## src/rtl/l1_ahb_mtx_pkg.sv

```systemverilog
// Shared definitions for the AHB-Lite bus matrix.
// Holds the HTRANS encodings, HRESP values and the default address and
// address-user widths used by the matrix input and output stages.
package l1_ahb_mtx_pkg;

    localparam int unsigned ADDR_W_DFLT  = 32;
    localparam int unsigned AUSER_W_DFLT = 32;

    typedef enum logic [1:0] {
        HTRANS_IDLE   = 2'b00,
        HTRANS_BUSY   = 2'b01,
        HTRANS_NONSEQ = 2'b10,
        HTRANS_SEQ    = 2'b11
    } htrans_e;

    localparam logic HRESP_OKAY  = 1'b0;
    localparam logic HRESP_ERROR = 1'b1;

    // NONSEQ and SEQ carry a transfer; IDLE and BUSY never request one.
    function automatic logic is_active_trans(input logic [1:0] trans);
        return trans[1];
    endfunction

endpackage

```

## src/rtl/l1_ahb_mtx_in_stg_if.sv

```systemverilog
// Bus bundle for one matrix input stage.
// Carries the master-side address phase (HSELS..HREADYS), the response
// towards the master (HREADYOUTS, HRESPS), the address phase presented to
// the output stages (*_op outputs, sel_op, held_tran_op) and the grant and
// data-phase response coming back (active_op, hreadymux_op, readyout_op,
// resp_op).
//   slave  : view of the input stage itself
//   master : view of whatever drives the input stage (master + output stage)
interface l1_ahb_mtx_in_stg_if
    import l1_ahb_mtx_pkg::*;
#(
    parameter int unsigned ADDR_W  = ADDR_W_DFLT,
    parameter int unsigned AUSER_W = AUSER_W_DFLT
);

    logic                HSELS;
    logic [ADDR_W-1:0]   HADDRS;
    logic [AUSER_W-1:0]  HAUSERS;
    logic [1:0]          HTRANSS;
    logic                HWRITES;
    logic [2:0]          HSIZES;
    logic [2:0]          HBURSTS;
    logic [3:0]          HPROTS;
    logic [3:0]          HMASTERS;
    logic                HMASTLOCKS;
    logic                HREADYS;
    logic                HREADYOUTS;
    logic                HRESPS;

    logic                active_op;
    logic                hreadymux_op;
    logic                readyout_op;
    logic                resp_op;

    logic                sel_op;
    logic [ADDR_W-1:0]   addr_op;
    logic [AUSER_W-1:0]  auser_op;
    logic [1:0]          trans_op;
    logic                write_op;
    logic [2:0]          size_op;
    logic [2:0]          burst_op;
    logic [3:0]          prot_op;
    logic [3:0]          master_op;
    logic                mastlock_op;
    logic                held_tran_op;

    modport slave (
        input  HSELS, HADDRS, HAUSERS, HTRANSS, HWRITES, HSIZES, HBURSTS,
               HPROTS, HMASTERS, HMASTLOCKS, HREADYS,
               active_op, hreadymux_op, readyout_op, resp_op,
        output HREADYOUTS, HRESPS,
               sel_op, addr_op, auser_op, trans_op, write_op, size_op,
               burst_op, prot_op, master_op, mastlock_op, held_tran_op
    );

    modport master (
        output HSELS, HADDRS, HAUSERS, HTRANSS, HWRITES, HSIZES, HBURSTS,
               HPROTS, HMASTERS, HMASTLOCKS, HREADYS,
               active_op, hreadymux_op, readyout_op, resp_op,
        input  HREADYOUTS, HRESPS,
               sel_op, addr_op, auser_op, trans_op, write_op, size_op,
               burst_op, prot_op, master_op, mastlock_op, held_tran_op
    );

endinterface

```

## src/rtl/l1_ahb_mtx_in_stg.sv

```systemverilog
// AHB-Lite bus-matrix input stage (one per master port).
// Passes the master's address phase straight through to the output stages
// when granted in the same cycle; otherwise holds it in a register and
// stalls the master until the output stage takes it. Routes the selected
// slave's data-phase HREADYOUT/HRESP back to the master.
// Ports:
//   HCLK     : AHB clock
//   HRESETn  : asynchronous active-low reset
//   bus      : l1_ahb_mtx_in_stg_if.slave (master side, output-stage side)
module l1_ahb_mtx_in_stg
    import l1_ahb_mtx_pkg::*;
#(
    parameter int unsigned ADDR_W  = ADDR_W_DFLT,
    parameter int unsigned AUSER_W = AUSER_W_DFLT
) (
    input  logic              HCLK,
    input  logic              HRESETn,
    l1_ahb_mtx_in_stg_if.slave bus
);

    logic                r_pend;
    logic                r_dphase;
    logic [ADDR_W-1:0]   r_addr;
    logic [AUSER_W-1:0]  r_auser;
    logic [1:0]          r_trans;
    logic                r_write;
    logic [2:0]          r_size;
    logic [2:0]          r_burst;
    logic [3:0]          r_prot;
    logic [3:0]          r_master;
    logic                r_lock;

    logic                w_new_tran;
    logic                w_held;
    logic                w_accept;

    always_comb begin
        w_new_tran = bus.HSELS & is_active_trans(bus.HTRANSS) & bus.HREADYS;
        w_held     = r_pend | w_new_tran;
        w_accept   = bus.active_op & bus.hreadymux_op & w_held;
    end

    // Capture only a live transfer that the output stage did not take this
    // cycle; a same-cycle grant bypasses the register entirely.
    always_ff @(posedge HCLK or negedge HRESETn) begin
        if (!HRESETn) begin
            r_pend   <= 1'b0;
            r_addr   <= '0;
            r_auser  <= '0;
            r_trans  <= '0;
            r_write  <= 1'b0;
            r_size   <= '0;
            r_burst  <= '0;
            r_prot   <= '0;
            r_master <= '0;
            r_lock   <= 1'b0;
        end else if (w_new_tran && !w_accept) begin
            r_pend   <= 1'b1;
            r_addr   <= bus.HADDRS;
            r_auser  <= bus.HAUSERS;
            r_trans  <= bus.HTRANSS;
            r_write  <= bus.HWRITES;
            r_size   <= bus.HSIZES;
            r_burst  <= bus.HBURSTS;
            r_prot   <= bus.HPROTS;
            r_master <= bus.HMASTERS;
            r_lock   <= bus.HMASTLOCKS;
        end else if (w_accept) begin
            r_pend   <= 1'b0;
        end
    end

    // Accept wins over completion so back-to-back transfers keep the flag set.
    always_ff @(posedge HCLK or negedge HRESETn) begin
        if (!HRESETn) begin
            r_dphase <= 1'b0;
        end else if (w_accept) begin
            r_dphase <= 1'b1;
        end else if (bus.readyout_op) begin
            r_dphase <= 1'b0;
        end
    end

    always_comb begin
        bus.sel_op       = bus.HSELS & bus.HREADYS;
        bus.addr_op      = bus.HADDRS;
        bus.auser_op     = bus.HAUSERS;
        bus.trans_op     = bus.HTRANSS;
        bus.write_op     = bus.HWRITES;
        bus.size_op      = bus.HSIZES;
        bus.burst_op     = bus.HBURSTS;
        bus.prot_op      = bus.HPROTS;
        bus.master_op    = bus.HMASTERS;
        bus.mastlock_op  = bus.HMASTLOCKS;
        bus.held_tran_op = w_held;
        bus.HREADYOUTS   = ~r_pend;
        bus.HRESPS       = HRESP_OKAY;
        if (r_pend) begin
            // Held entries were captured only with HSELS set.
            bus.sel_op      = 1'b1;
            bus.addr_op     = r_addr;
            bus.auser_op    = r_auser;
            bus.trans_op    = r_trans;
            bus.write_op    = r_write;
            bus.size_op     = r_size;
            bus.burst_op    = r_burst;
            bus.prot_op     = r_prot;
            bus.master_op   = r_master;
            bus.mastlock_op = r_lock;
        end
        if (r_dphase) begin
            bus.HREADYOUTS = bus.readyout_op;
            bus.HRESPS     = bus.resp_op;
        end
    end

endmodule

```

## src/flat_wrapper.sv

```systemverilog
// flat-port wrapper written by rule: the top's interface ports become plain ports
module l1_ahb_mtx_in_stg_flat import l1_ahb_mtx_pkg::*;
#(
    parameter int unsigned ADDR_W  = ADDR_W_DFLT,
    parameter int unsigned AUSER_W = AUSER_W_DFLT
)
  (HCLK, HRESETn, bus_HSELS, bus_HADDRS, bus_HAUSERS, bus_HTRANSS, bus_HWRITES, bus_HSIZES, bus_HBURSTS, bus_HPROTS, bus_HMASTERS, bus_HMASTLOCKS, bus_HREADYS, bus_active_op, bus_hreadymux_op, bus_readyout_op, bus_resp_op, bus_HREADYOUTS, bus_HRESPS, bus_sel_op, bus_addr_op, bus_auser_op, bus_trans_op, bus_write_op, bus_size_op, bus_burst_op, bus_prot_op, bus_master_op, bus_mastlock_op, bus_held_tran_op);
  l1_ahb_mtx_in_stg_if #(.ADDR_W(ADDR_W), .AUSER_W(AUSER_W)) bus_i ();
  input  logic HCLK;
  input  logic HRESETn;
  input wire logic [$bits(bus_i.HSELS)-1:0] bus_HSELS;
  input wire logic [$bits(bus_i.HADDRS)-1:0] bus_HADDRS;
  input wire logic [$bits(bus_i.HAUSERS)-1:0] bus_HAUSERS;
  input wire logic [$bits(bus_i.HTRANSS)-1:0] bus_HTRANSS;
  input wire logic [$bits(bus_i.HWRITES)-1:0] bus_HWRITES;
  input wire logic [$bits(bus_i.HSIZES)-1:0] bus_HSIZES;
  input wire logic [$bits(bus_i.HBURSTS)-1:0] bus_HBURSTS;
  input wire logic [$bits(bus_i.HPROTS)-1:0] bus_HPROTS;
  input wire logic [$bits(bus_i.HMASTERS)-1:0] bus_HMASTERS;
  input wire logic [$bits(bus_i.HMASTLOCKS)-1:0] bus_HMASTLOCKS;
  input wire logic [$bits(bus_i.HREADYS)-1:0] bus_HREADYS;
  input wire logic [$bits(bus_i.active_op)-1:0] bus_active_op;
  input wire logic [$bits(bus_i.hreadymux_op)-1:0] bus_hreadymux_op;
  input wire logic [$bits(bus_i.readyout_op)-1:0] bus_readyout_op;
  input wire logic [$bits(bus_i.resp_op)-1:0] bus_resp_op;
  output wire logic [$bits(bus_i.HREADYOUTS)-1:0] bus_HREADYOUTS;
  output wire logic [$bits(bus_i.HRESPS)-1:0] bus_HRESPS;
  output wire logic [$bits(bus_i.sel_op)-1:0] bus_sel_op;
  output wire logic [$bits(bus_i.addr_op)-1:0] bus_addr_op;
  output wire logic [$bits(bus_i.auser_op)-1:0] bus_auser_op;
  output wire logic [$bits(bus_i.trans_op)-1:0] bus_trans_op;
  output wire logic [$bits(bus_i.write_op)-1:0] bus_write_op;
  output wire logic [$bits(bus_i.size_op)-1:0] bus_size_op;
  output wire logic [$bits(bus_i.burst_op)-1:0] bus_burst_op;
  output wire logic [$bits(bus_i.prot_op)-1:0] bus_prot_op;
  output wire logic [$bits(bus_i.master_op)-1:0] bus_master_op;
  output wire logic [$bits(bus_i.mastlock_op)-1:0] bus_mastlock_op;
  output wire logic [$bits(bus_i.held_tran_op)-1:0] bus_held_tran_op;
  assign bus_i.HSELS = bus_HSELS;
  assign bus_i.HADDRS = bus_HADDRS;
  assign bus_i.HAUSERS = bus_HAUSERS;
  assign bus_i.HTRANSS = bus_HTRANSS;
  assign bus_i.HWRITES = bus_HWRITES;
  assign bus_i.HSIZES = bus_HSIZES;
  assign bus_i.HBURSTS = bus_HBURSTS;
  assign bus_i.HPROTS = bus_HPROTS;
  assign bus_i.HMASTERS = bus_HMASTERS;
  assign bus_i.HMASTLOCKS = bus_HMASTLOCKS;
  assign bus_i.HREADYS = bus_HREADYS;
  assign bus_i.active_op = bus_active_op;
  assign bus_i.hreadymux_op = bus_hreadymux_op;
  assign bus_i.readyout_op = bus_readyout_op;
  assign bus_i.resp_op = bus_resp_op;
  assign bus_HREADYOUTS = bus_i.HREADYOUTS;
  assign bus_HRESPS = bus_i.HRESPS;
  assign bus_sel_op = bus_i.sel_op;
  assign bus_addr_op = bus_i.addr_op;
  assign bus_auser_op = bus_i.auser_op;
  assign bus_trans_op = bus_i.trans_op;
  assign bus_write_op = bus_i.write_op;
  assign bus_size_op = bus_i.size_op;
  assign bus_burst_op = bus_i.burst_op;
  assign bus_prot_op = bus_i.prot_op;
  assign bus_master_op = bus_i.master_op;
  assign bus_mastlock_op = bus_i.mastlock_op;
  assign bus_held_tran_op = bus_i.held_tran_op;
  l1_ahb_mtx_in_stg #(.ADDR_W(ADDR_W), .AUSER_W(AUSER_W)) u_core (.HCLK(HCLK), .HRESETn(HRESETn), .bus(bus_i));
endmodule
```

## config.mk

```make
export PLATFORM = sky130hd
export DESIGN_NAME = l1_ahb_mtx_in_stg_flat
export DESIGN_NICKNAME = d
export VERILOG_FILES = /design/src/rtl/l1_ahb_mtx_pkg.sv /design/src/rtl/l1_ahb_mtx_in_stg_if.sv /design/src/rtl/l1_ahb_mtx_in_stg.sv /design/src/flat_wrapper.sv
export SDC_FILE = /design/constraint.sdc
export NUM_CORES = 1
export LEC_CHECK = 0
export CORE_MARGIN = 2
export CORE_UTILIZATION = 48
export CTS_CLUSTER_SIZE = 25
export DETAILED_ROUTE_END_ITERATION = 6
export GPL_TIMING_DRIVEN = 0
export HOLD_SLACK_MARGIN = 0.03
export PLACE_DENSITY = 0.94
export SLEW_MARGIN = 20
export SYNTH_ARGS = -nofsm -noshare
export SYNTH_HDL_FRONTEND = slang
export SYNTH_SLANG_ARGS = --single-unit
```

## constraint.sdc

```tcl
create_clock -name HCLK -period 3.6 [get_ports HCLK]
set_input_delay 0.72 -clock HCLK [delete_from_list [all_inputs] [get_ports HCLK]]
set_output_delay 0.72 -clock HCLK [all_outputs]
set_load 0.05 [all_outputs]
```

==> impl_metrics.json, run 1 <==
{
  "die_w_um": 101,
  "track_usage_pct": 20.9,
  "gp_congestion": 0.742,
  "final_antenna_net_count": 0,
  "max_freq_mhz": 325,
  "layout.nets": 554,
  "multi_input_area_um2": 2190,
  "rr_startpoint": "u_core.r_pend",
  "total_power_mw": 3.32,
  "dp_slack_ns": 0.637,
  "grt_pass1_wl_um": 16600,
  "n_antenna_cell": 0,
  "cp.arrival_ns": 2.36,
  "ios": 176,
  "wl_per_cell_um": 18.1,
  "worstSkewPairLatency_ns": 0.33,
  "routed_wirelength_um": 10500,
  "postCtsSetupBuffers": 0,
  "synthDistinctLibCells": 17,
  "hold_path_class": "in2async",
  "netlist_area_um2": 4520,
  "p_leak_nw": 2.99,
  "drc_errors": 0,
  "cts_hold_buf": 0,
  "rsz0062_at_grt": "false",
  "ys_seq_elements": 84,
  "dieArea_um2": 10200,
  "cts_max_level": 3,
  "cap_violations": 0,
  "critical_path_class": "reg2out",
  "drt_iter0_markers": 38,
  "max-vdd-ir-drop_mv": 0.271,
  "cts_tree": "done",
  "whs_ns": 0.362,
  "cts_sinks": 84,
  "worstMarginPinSlew_ns": 0.540,
  "timing.rr.end": "u_core.r_dphase",
  "place_hpwl_um": 7810,
  "grt_pass1_vias": 3246,
  "critPathMaxStageDelay_ns": 0.71,
  "placed_cell_area_um2": 6430,
  "crit_chain": "buf_2 -> buf_2 -> mux2_2 -> clkdlybuf4s50_1",
  "clock-root-buffer": "clkbuf_8",
  "area_delta_synth_final_pct": 45.7,
  "coreArea_um2": 9200,
  "instances_no_fill": 579,
  "reg2reg_slack_ns": 2.23,
  "dr.pass1.iters": 4,
  "cts_buffers": 9,
  "syn_nets": 367,
  "final.setup.tns_ns": 0,
  "vias_per_cell": 5.09,
  "dpl.cell_count": 564,
  "fin_skew_ns": 0.0133,
  "grt_max_degree": 45,
  "stdcell_area_um2": 6590,
  "setup_ws_ns": 0.525,
  "antenna_found_initial": 0,
  "slew_headroom_pct": 63.9,
  "finalSetupViolCount": 0,
  "status": "completed",
  "port_buffers": 175,
  "via_count": 2949,
  "cts_buffer_depth": 2,
  "crit_fanout": 10,
  "mostFrequentLayoutCells": "clkdlybuf4s50_1 (174), mux2_2 (84), dfrtp_1 (84)",
  "end_kind": "primary output",
  "startpoint_type": "flip-flop",
  "ys_seq_area_share_pct": 46.5,
  "synth_area_per_cell_um2": 16.3,
  "ff_latch_area_um2": 2100,
  "crit_required_ns": 2.88,
  "cts_resized": 0,
  "min_period_over_period_pct": 85.4,
  "ys_warn_count": 0,
  "final_common_cell": "clkdlybuf4s50_1",
  "overflow": 0,
  "initial_core_util_pct": 49.2,
  "drive_gt1_share_pct": 41.9,
  "rows": 35,
  "n_fill_cell": 645,
  "fin_util_pct": 71.7,
  "powerDensity_nw_per_um2": 504,
  "die_h_um": 101,
  "path_clk_slew_ns": 0.09,
  "slew_viol_final": 0,
  "hold_viol_final": 0,
  "crit_top_cell": "buf_2",
  "fin_crit_ns": 3.08,
  "netlist_instances": 277,
  "cp_slowest_cell": "clkdlybuf4s50_1",
  "reg2reg_depth": 4
}
[layer usage]
metal  part of all wire [%]  vias to the layer above  track usage (%)
met5                      0                        -                0
met4                   0.92                        0             5.51
met3                    5.6                       10             4.92
met2                     51                      103             35.9
met1                     42                     1458             26.4
li1                       -                     1378                -
[logic make-up after synthesis]
kind of cell           Yosys count  synth area share, %
muxes                          163                 47.1
buffers and inverters           20                 5.17
and+or+nand+nor                  5                0.581
AOI/OAI and AO/OA                5                0.664
DFF                             84                 46.5
[cells in the mapped netlist]
| cell type | number | area share (%) |
|---|---|---|
| dfrtp_1 | 84 | 46 |
| buf_2 | 5 | 0.55 |
| nand2b_1 | 1 | 0.14 |
| buf_6 | 1 | 0.25 |
| mux2_2 | 84 | 21 |
| nand4_1 | 1 | 0.14 |
| nand2_1 | 2 | 0.17 |
| mux2_4 | 79 | 26 |
| and2_1 | 1 | 0.14 |
| a21oi_1 | 1 | 0.11 |
| a21o_1 | 1 | 0.17 |
| inv_1 | 2 | 0.17 |
| o21ai_0 | 1 | 0.11 |
| a31oi_1 | 1 | 0.14 |
| buf_4 | 4 | 0.66 |
| o22ai_1 | 1 | 0.14 |
| buf_12 | 8 | 3.5 |
[sequential cells by signal, summed over array words and instances (netlist names)]
| register | flops |
|---|---|
| u_core.r_auser | 32 |
| u_core.r_trans | 2 |
| u_core.r_write | 1 |
| u_core.r_lock | 1 |
| u_core.r_burst | 3 |
| u_core.r_pend | 1 |
| u_core.r_size | 3 |
| u_core.r_addr | 32 |
| u_core.r_dphase | 1 |
| u_core.r_prot | 4 |
| u_core.r_master | 4 |
[power breakdown]
part	total, mW	internal [mW]	leakage [nW]	switching [mW]
sequential	1.25	1.14	0.998	0.110
clock	0.577	0.247	0.0714	0.330
combinational	1.49	0.725	1.92	0.768
total	3.32	2.11	2.99	1.21
[final cells by class]
cell class / count / area share, %
inverters: 2 / 0.114
clock buffers: 11 / 1.99
flip-flops and latches: 84 / 31.9
repair buffers: 176 / 26.8
clock inverters: 4 / 0.418
plain buffers: 18 / 3.44
multi-input cells: 173 / 33.2
well taps: 111 / 2.11
[worst max-delay path, delay by kind of cell, from the launching register on]
kind                   cells  cell delay (ns)
buffers and inverters      3             1.26
flip-flops                 1             0.41
multiplexers               1             0.36
[worst max path at each step]
stage                         from                end  slack, ns  cells after the start
finish               u_core.r_pend   bus_auser_op[24]       0.52                      4
global route         u_core.r_pend   bus_auser_op[24]       0.38                      4
CTS                  u_core.r_pend   bus_auser_op[24]       0.47                      4
detailed placement  bus_HTRANSS[1]   bus_held_tran_op       0.64                      4
global placement           HRESETn  u_core.r_auser[6]      -1.12                      1
floorplan            u_core.r_pend     bus_HREADYOUTS       1.04                      3
No activity file was read; power rests on OpenSTA's default activity.
==> run 2, diff against run 1 <==
--- a/config.mk
+++ b/config.mk
@@ -7,7 +7,7 @@
 export LEC_CHECK = 0
 export CORE_MARGIN = 2
 export CORE_UTILIZATION = 48
-export CTS_CLUSTER_SIZE = 25
+export CTS_CLUSTER_SIZE = 12
 export DETAILED_ROUTE_END_ITERATION = 6
 export GPL_TIMING_DRIVEN = 0
 export HOLD_SLACK_MARGIN = 0.03
==> results of run 2 <==
No change in the layout: final DEF, timing and power equal those of run 1.
==> run 3, diff against run 2 <==
--- a/config.mk
+++ b/config.mk
@@ -5,7 +5,6 @@
 export SDC_FILE = /design/constraint.sdc
 export NUM_CORES = 1
 export LEC_CHECK = 0
-export CORE_MARGIN = 2
 export CORE_UTILIZATION = 48
 export CTS_CLUSTER_SIZE = 12
 export DETAILED_ROUTE_END_ITERATION = 6
==> constraint.sdc (replaced) <==
create_clock -name HCLK -period 3.59 [get_ports HCLK]
set_input_delay 0.718 -clock HCLK [delete_from_list [all_inputs] [get_ports HCLK]]
set_output_delay 0.718 -clock HCLK [all_outputs]
set_load 0.05 [all_outputs]
==> impl_metrics.json, run 3 (synthesized netlist as in run 1, its figures left out) <==
{
  "p_int_mw": 2.28,
  "powerDensity_nw_per_um2": 524,
  "cts_hold_buf": 0,
  "crit_required_ns": 2.87,
  "startpoint_type": "flip-flop",
  "crit_family": "buffers and inverters",
  "fin_skew_ns": 0.000332,
  "final_common_cell": "clkdlybuf4s50_1",
  "rsz0062_at_grt": "false",
  "wl_per_cell_um": 17.9,
  "hold_path_class": "in2async",
  "coreArea_um2": 9200,
  "dpl.cell_count": 564,
  "clockPowerShare_pct": 21.1,
  "cts_max_level": 3,
  "finalSetupViolCount": 0,
  "cp_slowest_cell": "clkdlybuf4s50_1",
  "end_kind": "primary output",
  "gp_congestion": 0.719,
  "cts_buffers": 9,
  "cts_resized": 0,
  "n_antenna_cell": 0,
  "place_hpwl_um": 7660,
  "area_delta_synth_final_pct": 47.0,
  "drt_iter0_markers": 45,
  "critPathMaxStageDelay_ns": 0.71,
  "path_clk_slew_ns": 0.08,
  "via_count": 2979,
  "total_power_mw": 3.49,
  "routed_wirelength_um": 10400,
  "dr.pass1.iters": 4,
  "cts_tree": "done",
  "power.share.sequential_pct": 36.1,
  "track_usage_pct": 21.6,
  "ios": 176,
  "slew_viol_final": 0,
  "die_h_um": 99.1,
  "cts_buffer_depth": 2,
  "whs_ns": 0.362,
  "dieArea_um2": 9820,
  "worstMarginPinSlew_ns": 0.572,
  "drc_errors": 0,
  "crit_top_cell": "buf_2",
  "status": "completed",
  "slew_headroom_pct": 61.8,
  "cap_violations": 0,
  "cts_sinks": 84,
  "min_period_over_period_pct": 86.6,
  "worstSkewPairLatency_ns": 0.34,
  "worst-path-buf-inv": 3,
  "layout.nets": 554,
  "postCtsSetupBuffers": 0,
  "p_sw_mw": 1.21,
  "drive_gt1_share_pct": 42.0,
  "grt_pass1_vias": 3287,
  "instances_no_fill": 580,
  "fin_crit_ns": 3.11,
  "critical_path_class": "reg2out",
  "comb_power_share_pct": 42.7,
  "max-vdd-ir-drop_mv": 0.277,
  "hold_viol_final": 0,
  "final_antenna_net_count": 0,
  "clock-root-buffer": "clkbuf_8",
  "crit_chain": "buf_2 -> buf_2 -> mux2_2 -> clkdlybuf4s50_1",
  "cp.arrival_ns": 2.39,
  "die_w_um": 99.1,
  "swShare_pct": 34.5,
  "grt_pass1_wl_um": 16400,
  "mostFrequentLayoutCells": "clkdlybuf4s50_1 (174), mux2_2 (84), dfrtp_1 (84)",
  "vias_per_cell": 5.14,
  "port_buffers": 175,
  "antenna_found_initial": 0,
  "largestRegisters": "u_core.r_addr: 32 flops, u_core.r_auser: 32 flops",
  "crit_fanout": 10,
  "p_leak_nw": 3.02,
  "rows": 35,
  "initial_core_util_pct": 49.2,
  "overflow": 0,
  "max_freq_mhz": 322,
  "grt_max_degree": 45
}
run 3: cell types whose count changed in the layout (fill, tap and decap cells not counted), sizes merged:
cell      previous run  this run
bufinv               0         2
clkbuf              11        12
clkinvlp             3         1
run 3: stage by stage:
stage | utilization [%] | setup WS (ns) | area [um2] | TNS, ns
after floorplan | - | 1.03 | 4520 | 0
after global placement | 69.8 | -1.12 | 6410 | -93.27
after detailed placement | 69.9 | 0.627 | 6430 | 0
after CTS | 72.3 | 0.440 | 6650 | 0
after global routing | 72.3 | 0.322 | 6650 | 0
final | 72.3 | 0.483 | 6650 | 0
run 3: worst paths after layout:
check	start	end	slack [ns]	cells after the start
hold reg to reg	u_core.r_trans[1]	u_core.r_trans[1]	0.47	1
setup reg to reg	u_core.r_pend	u_core.r_dphase	2.21	4
hold / removal	HRESETn	u_core.r_master[2]	0.36	1
setup / recovery	u_core.r_pend	bus_auser_op[23]	0.48	4
max in group asynchronous	HRESETn	u_core.r_auser[8]	2.60	2
min in group HCLK	u_core.r_trans[1]	u_core.r_trans[1]	0.47	1
run 3: final cells by class:
| type | count | area [um2] |
|---|---|---|
| Tap cell | 111 | 139 |
| Inverter | 2 | 7.51 |
| Fill cell | 616 | 2550 |
| Timing Repair Buffer | 176 | 1770 |
| Multi-Input combinational cell | 173 | 2190 |
| Sequential cell | 84 | 2100 |
| Clock buffer | 12 | 145 |
| Clock inverter | 4 | 72.6 |
| Buffer | 18 | 226 |
run 3: power groups by stage:
stage / clock, mW / sequential [mW] / combinational (mW)
finish: 0.737 / 1.26 / 1.49
global route: 0.800 / 1.28 / 1.56
CTS: 0.757 / 1.26 / 1.50
detailed placement: 0 / 1.27 / 1.50
global placement: 0 / 1.26 / 1.47
floorplan: 0 / 1.23 / 1.07
run 3: routing by layer:
metal / wire [um] / global-route usage, % / vias to the layer above
li1: - / - / 1377
met3: 572 / 5.46 / 18
met5: 0 / 0 / -
met1: 4250 / 25.4 / 1478
met4: 221 / 7.81 / 0
met2: 5340 / 38.4 / 106
